### config.mk
export PLATFORM = sky130hd
export DESIGN_NAME = gb_irq
export DESIGN_NICKNAME = d
export VERILOG_FILES = /design/src/rtl/gb_irq_pkg.sv /design/src/rtl/gb_irq_prio.sv /design/src/rtl/gb_irq.sv
export SDC_FILE = /design/constraint.sdc
export NUM_CORES = 1
export LEC_CHECK = 0
export ABC_AREA = 1
export CORE_ASPECT_RATIO = 0.7
export CORE_MARGIN = 2
export CORE_UTILIZATION = 45
export CTS_BUF_LIST = sky130_fd_sc_hd__clkbuf_8 sky130_fd_sc_hd__clkbuf_16
export DETAILED_ROUTE_END_ITERATION = 16
export PLACE_DENSITY = 0.92
export SYNTH_ARGS = -nofsm -noshare
export SYNTH_HDL_FRONTEND = slang
export SYNTH_SLANG_ARGS = --single-unit
### constraint.sdc
create_clock -name clock -period 1.9 [get_ports clock]
set_input_delay 0.285 -clock clock [delete_from_list [all_inputs] [get_ports clock]]
set_output_delay 0.285 -clock clock [all_outputs]
set_load 0.005 [all_outputs]
### src/rtl/gb_irq_pkg.sv
// Shared constants for the Game Boy style interrupt controller:
// source bit indices, vectors, default register addresses and FSM states.
package gb_irq_pkg;

    localparam logic [2:0] SRC_VBLANK = 3'd0;
    localparam logic [2:0] SRC_STAT   = 3'd1;
    localparam logic [2:0] SRC_TIMER  = 3'd2;
    localparam logic [2:0] SRC_SERIAL = 3'd3;
    localparam logic [2:0] SRC_JOYPAD = 3'd4;

    localparam logic [15:0] VEC_VBLANK = 16'h0040;
    localparam logic [15:0] VEC_STAT   = 16'h0048;
    localparam logic [15:0] VEC_TIMER  = 16'h0050;
    localparam logic [15:0] VEC_SERIAL = 16'h0058;
    localparam logic [15:0] VEC_JOYPAD = 16'h0060;

    localparam logic [15:0] IF_ADDR_DEF = 16'hFF0F;
    localparam logic [15:0] IE_ADDR_DEF = 16'hFFFF;

    typedef enum logic [1:0] {
        ST_IDLE = 2'd0,
        ST_REQ  = 2'd1,
        ST_HOLD = 2'd2
    } state_t;

    function automatic logic [15:0] vec_of(input logic [2:0] idx);
        logic [15:0] v;
        v = VEC_VBLANK;
        case (idx)
            SRC_VBLANK: v = VEC_VBLANK;
            SRC_STAT:   v = VEC_STAT;
            SRC_TIMER:  v = VEC_TIMER;
            SRC_SERIAL: v = VEC_SERIAL;
            SRC_JOYPAD: v = VEC_JOYPAD;
            default:    v = VEC_VBLANK;
        endcase
        return v;
    endfunction

endpackage

### src/rtl/gb_irq_prio.sv
// Combinational 5-bit priority encoder; the lowest set bit wins.
module gb_irq_prio (
    input  logic [4:0] pending,
    output logic       valid,
    output logic [2:0] idx
);

    always_comb begin
        valid = |pending;
        idx   = 3'd0;
        for (int i = 4; i >= 0; i--) begin
            if (pending[i]) idx = 3'(i);
        end
    end

endmodule

### src/rtl/gb_irq.sv
// Interrupt controller with IF/IE registers and an IDLE/REQ/HOLD request FSM.
// Define GB_IRQ_EDGE_EN to set IF on rising edges of irq_src instead of levels.
module gb_irq
    import gb_irq_pkg::*;
#(
    parameter logic [15:0] IF_ADDR = IF_ADDR_DEF,
    parameter logic [15:0] IE_ADDR = IE_ADDR_DEF
) (
    input  logic        clock,
    input  logic        reset,
    input  logic [15:0] address,
    input  logic [7:0]  indata,
    output logic [7:0]  outdata,
    input  logic        load,
    input  logic        store,
    input  logic [4:0]  irq_src,
    output logic        intreq,
    output logic [15:0] intaddress,
    input  logic        intack
);

    logic [4:0]  if_q, if_d;
    logic [7:0]  ie_q, ie_d;
    state_t      state_q, state_d;
    logic [2:0]  idx_q, idx_d;
    logic        intreq_q, intreq_d;
    logic [15:0] vec_q, vec_d;

    logic [4:0]  set;
    logic [4:0]  pending;
    logic [4:0]  idx_mask;
    logic        ack;
    logic        prio_valid;
    logic [2:0]  prio_idx;

`ifdef GB_IRQ_EDGE_EN
    logic [4:0] src_q, src_d;

    assign src_d = irq_src;
    assign set   = irq_src & ~src_q;

    always_ff @(posedge clock) begin
        if (reset) src_q <= 5'd0;
        else       src_q <= src_d;
    end
`else
    assign set = irq_src;
`endif

    assign pending  = if_q & ie_q[4:0];
    assign idx_mask = 5'b00001 << idx_q;
    assign ack      = (state_q == ST_REQ) && intack;

    gb_irq_prio u_prio (
        .pending (pending),
        .valid   (prio_valid),
        .idx     (prio_idx)
    );

    // Ack clear, then CPU write, then source set: a new set always survives.
    always_comb begin
        if_d = if_q;
        if (ack) if_d = if_d & ~idx_mask;
        if (store && address == IF_ADDR) if_d = indata[4:0];
        if_d = if_d | set;

        ie_d = ie_q;
        if (store && address == IE_ADDR) ie_d = indata;
    end

    always_comb begin
        state_d = state_q;
        idx_d   = idx_q;
        unique case (state_q)
            ST_IDLE: begin
                if (prio_valid) begin
                    state_d = ST_REQ;
                    idx_d   = prio_idx;
                end
            end
            ST_REQ: begin
                if (intack)                        state_d = ST_HOLD;
                else if (~|(pending & idx_mask))   state_d = ST_IDLE;
            end
            ST_HOLD: state_d = ST_IDLE;
            default: state_d = ST_IDLE;
        endcase
        intreq_d = (state_d == ST_REQ);
        vec_d    = intreq_d ? vec_of(idx_d) : 16'h0000;
    end

    always_ff @(posedge clock) begin
        if (reset) begin
            if_q     <= 5'd0;
            ie_q     <= 8'd0;
            state_q  <= ST_IDLE;
            idx_q    <= 3'd0;
            intreq_q <= 1'b0;
            vec_q    <= 16'h0000;
        end else begin
            if_q     <= if_d;
            ie_q     <= ie_d;
            state_q  <= state_d;
            idx_q    <= idx_d;
            intreq_q <= intreq_d;
            vec_q    <= vec_d;
        end
    end

    always_comb begin
        outdata = 8'h00;
        if (load && address == IF_ADDR)      outdata = {3'b111, if_q};
        else if (load && address == IE_ADDR) outdata = ie_q;
    end

    assign intreq     = intreq_q;
    assign intaddress = vec_q;

endmodule

==> results.yml <==
clock_network:
  h-tree-depth: 1
  clock_path_buffers: 2
  clk_latency_ns: 0.27
  cts_made_buffers: 3
  clock-root-buffer: "clkbuf_8"
  cts_tree: "built"
  postCtsHoldBufs: 0
  cts_num_sinks: 23
  clk_pin_slew_worst_paths_ns: 0.08
placed_design:
  dp_hpwl_mm: 2.649
  port_buffers: 46
  gp_congestion: 0.9144
worst_setup_path:
  cp.required_ns: 1.62
  critPathKind: "primary input to output pin"
  worstSetupEndpoint: "outdata[1]"
  critPathMaxFanout: 6
  r2r-end: "intaddress[5]"
  critPathArrivalTime_ns: 1.51
  reg2reg_from: "idx_q[0]"
  crit_path_start: "address[8]"
  critPathCaptureType: "output pin"
  ff2ff_path_depth: 9
  reg2reg_setup_slack_ns: 0.53
  cp-start-kind: "primary input"
logic_synthesis:
  syn_avg_cell_area_um2: 6.451
  syn_area_mm2: 0.001323
  yosys_warnings: 0
  ys_ff_latch: 23
  netlist_instances: 205
  yosysSeqAreaShare_pct: 34.82
  yosysUniqueCellTypes: 23
detailed_routing:
  ant_nets: 0
  first_pass_iters: 5
  totalWireLength_mm: 4.052
  avgRoutedWirePerCell_um: 13.42
  wl_met3_um: 291
  routed_via_density: 5.050
  vias: 1525
  drt_iter0_markers: 120
  remaining_drc_errors: 0
  wl_met1_mm: 1.720
  top_layer: "met4"
  route.met2.wl_mm: 1.941
pwr:
  total_leakage_power_nw: 0.9112
  power_density_mw_per_mm2: 476.1
  ir_worst_vdd_v: 0.0004461
  total_power_mw: 0.9298
global_routing:
  grt_pass1_vias: 1426
  grt_max_degree: 15
  grt_pass1_wl_mm: 6.368
  overflow: 0
  gr-usage-all-layers_pct: 25.28
  antenna_found_initial: 0
final_layout:
  drive_above_1_share_pct: 15.41
  layout_commonest_cell: "nor2_1"
  most-common-layout-cells: "nor2_1, nand2_1, inv_1"
  num_antenna_cells: 0
  fin_util_pct: 69.69
  area_growth_pct: 47.68
  nets: 301
floorplanning:
  start_util_pct: 47.19
  die_x_um: 68.80
  die_h_um: 49.36
  core_area_mm2: 0.002803
  num_rows: 16
  die-area_mm2: 0.003395
  pin_count: 59
timing:
  fmax_ghz: 0.5565
  hold_viol: 0
  timing.final.crit_period_ns: 1.797
  rsz0062_at_grt: "no"
  setup_viol: 0
  skew_ns: 0.004070
  fin_crit_sh_pct: 94.57
  slew_violations: 0
hold_path:
  timing.hold.worst.start: "ie_q[6]"
  hp-class: "flop to flop"
outcome:
  outcome: "finished, final reports clean"
job:
  drv_cap: 0
-- stage by stage --
stage	setup WS, ns	setup TNS, ns	hold slack (ns)	area [um2]	std cells
after floorplan	0.5608	0	0.3541	1364	216
after global placement	-0.4902	-3.562	0.4639	1813	290
after detailed placement	-0.5256	-3.952	0.4798	1813	290
after CTS	0.004458	0	0.4988	1919	301
after global routing	0.05344	0	0.5250	1953	302
final	0.1032	0	0.4974	1953	302
-- sequential cells by signal (all words and copies together), names as in the netlist --
name,count
intaddress,4
if_q,5
intreq,1
ie_q,8
idx_q,3
state_q,2
-- cells in the mapped netlist --
library cell | count | area (um2)
a21boi_0 | 1 | 7.510
a21oi_1 | 2 | 10.01
buf_4 | 12 | 90.09
clkbuf_1 | 1 | 3.750
clkinv_4 | 1 | 8.760
conb_1 | 1 | 3.750
dfxtp_1 | 23 | 460.4
inv_1 | 33 | 123.9
inv_2 | 2 | 7.510
nand2_1 | 37 | 138.9
nand2_2 | 1 | 6.260
nand3_1 | 11 | 55.05
nand3b_1 | 5 | 37.54
nand4_1 | 10 | 62.56
nand4_2 | 1 | 12.51
nor2_1 | 43 | 161.4
nor2_4 | 2 | 22.52
nor3_1 | 1 | 5.000
nor3_2 | 1 | 10.01
o21ai_0 | 9 | 45.04
o21ai_1 | 2 | 10.01
o21ai_2 | 1 | 8.760
o22ai_1 | 5 | 31.28
-- how the worst min path moves through the flow --
stage | slack, ns | endpoint | depth (start not counted)
after floorplan | 0.35 | idx_q[1] | 1
after global placement | 0.46 | ie_q[7] | 2
after detailed placement | 0.48 | ie_q[6] | 2
after CTS | 0.50 | ie_q[6] | 2
after global routing | 0.53 | ie_q[6] | 2
final | 0.50 | ie_q[6] | 2
-- repair_timing --
action,CTS,global route
setup buffers,9,1
setup endpoints to repair,8,7
gates resized for setup,61,5
pin swaps,12,2
-- power by group --
part | switching (mW) | leakage (nW) | internal (mW) | total [mW]
logic | 0.0569 | 0.703 | 0.0648 | 0.122
clock network | 0.166 | 0.0217 | 0.149 | 0.315
registers | 0.00414 | 0.187 | 0.489 | 0.493
-- cell families (layout without fill, tap and decap cells) --
group | Yosys count | count (layout) | share of synthesized area, %
and+or+nand+nor | 112 | 112 | 38.69
buffers and inverters | 49 | 99 | 17.69
DFF | 23 | 23 | 34.82
AOI/OAI and AO/OA | 20 | 20 | 8.515
other | 1 | 12 | 0.2835
-- worst max-delay path, cell delays in order --
cell and delay, ns:
dlygate4sd2_1 0.22, nand4_1 0.16, nor2_4 0.17, buf_6 0.12, nand4_4 0.14, buf_6 0.18
o22ai_4 0.09, buf_2 0.13
-- layer usage --
metal	vias up	track usage, %
li1	745	-
met1	684	31.95
met2	83	40.22
met3	13	6.005
met4	0	11.44
met5	-	0
-- area by class of cell --
cell class | count | area, um2
clock buffers | 3 | 41.29
repair buffers | 59 | 524.3
inverters | 36 | 140.1
fillers | 219 | 849.6
well taps | 36 | 45.04
flip-flops and latches | 23 | 460.4
clock inverters | 1 | 7.507
multi-input cells | 144 | 734.5
Power figures use the tool's default switching activity.
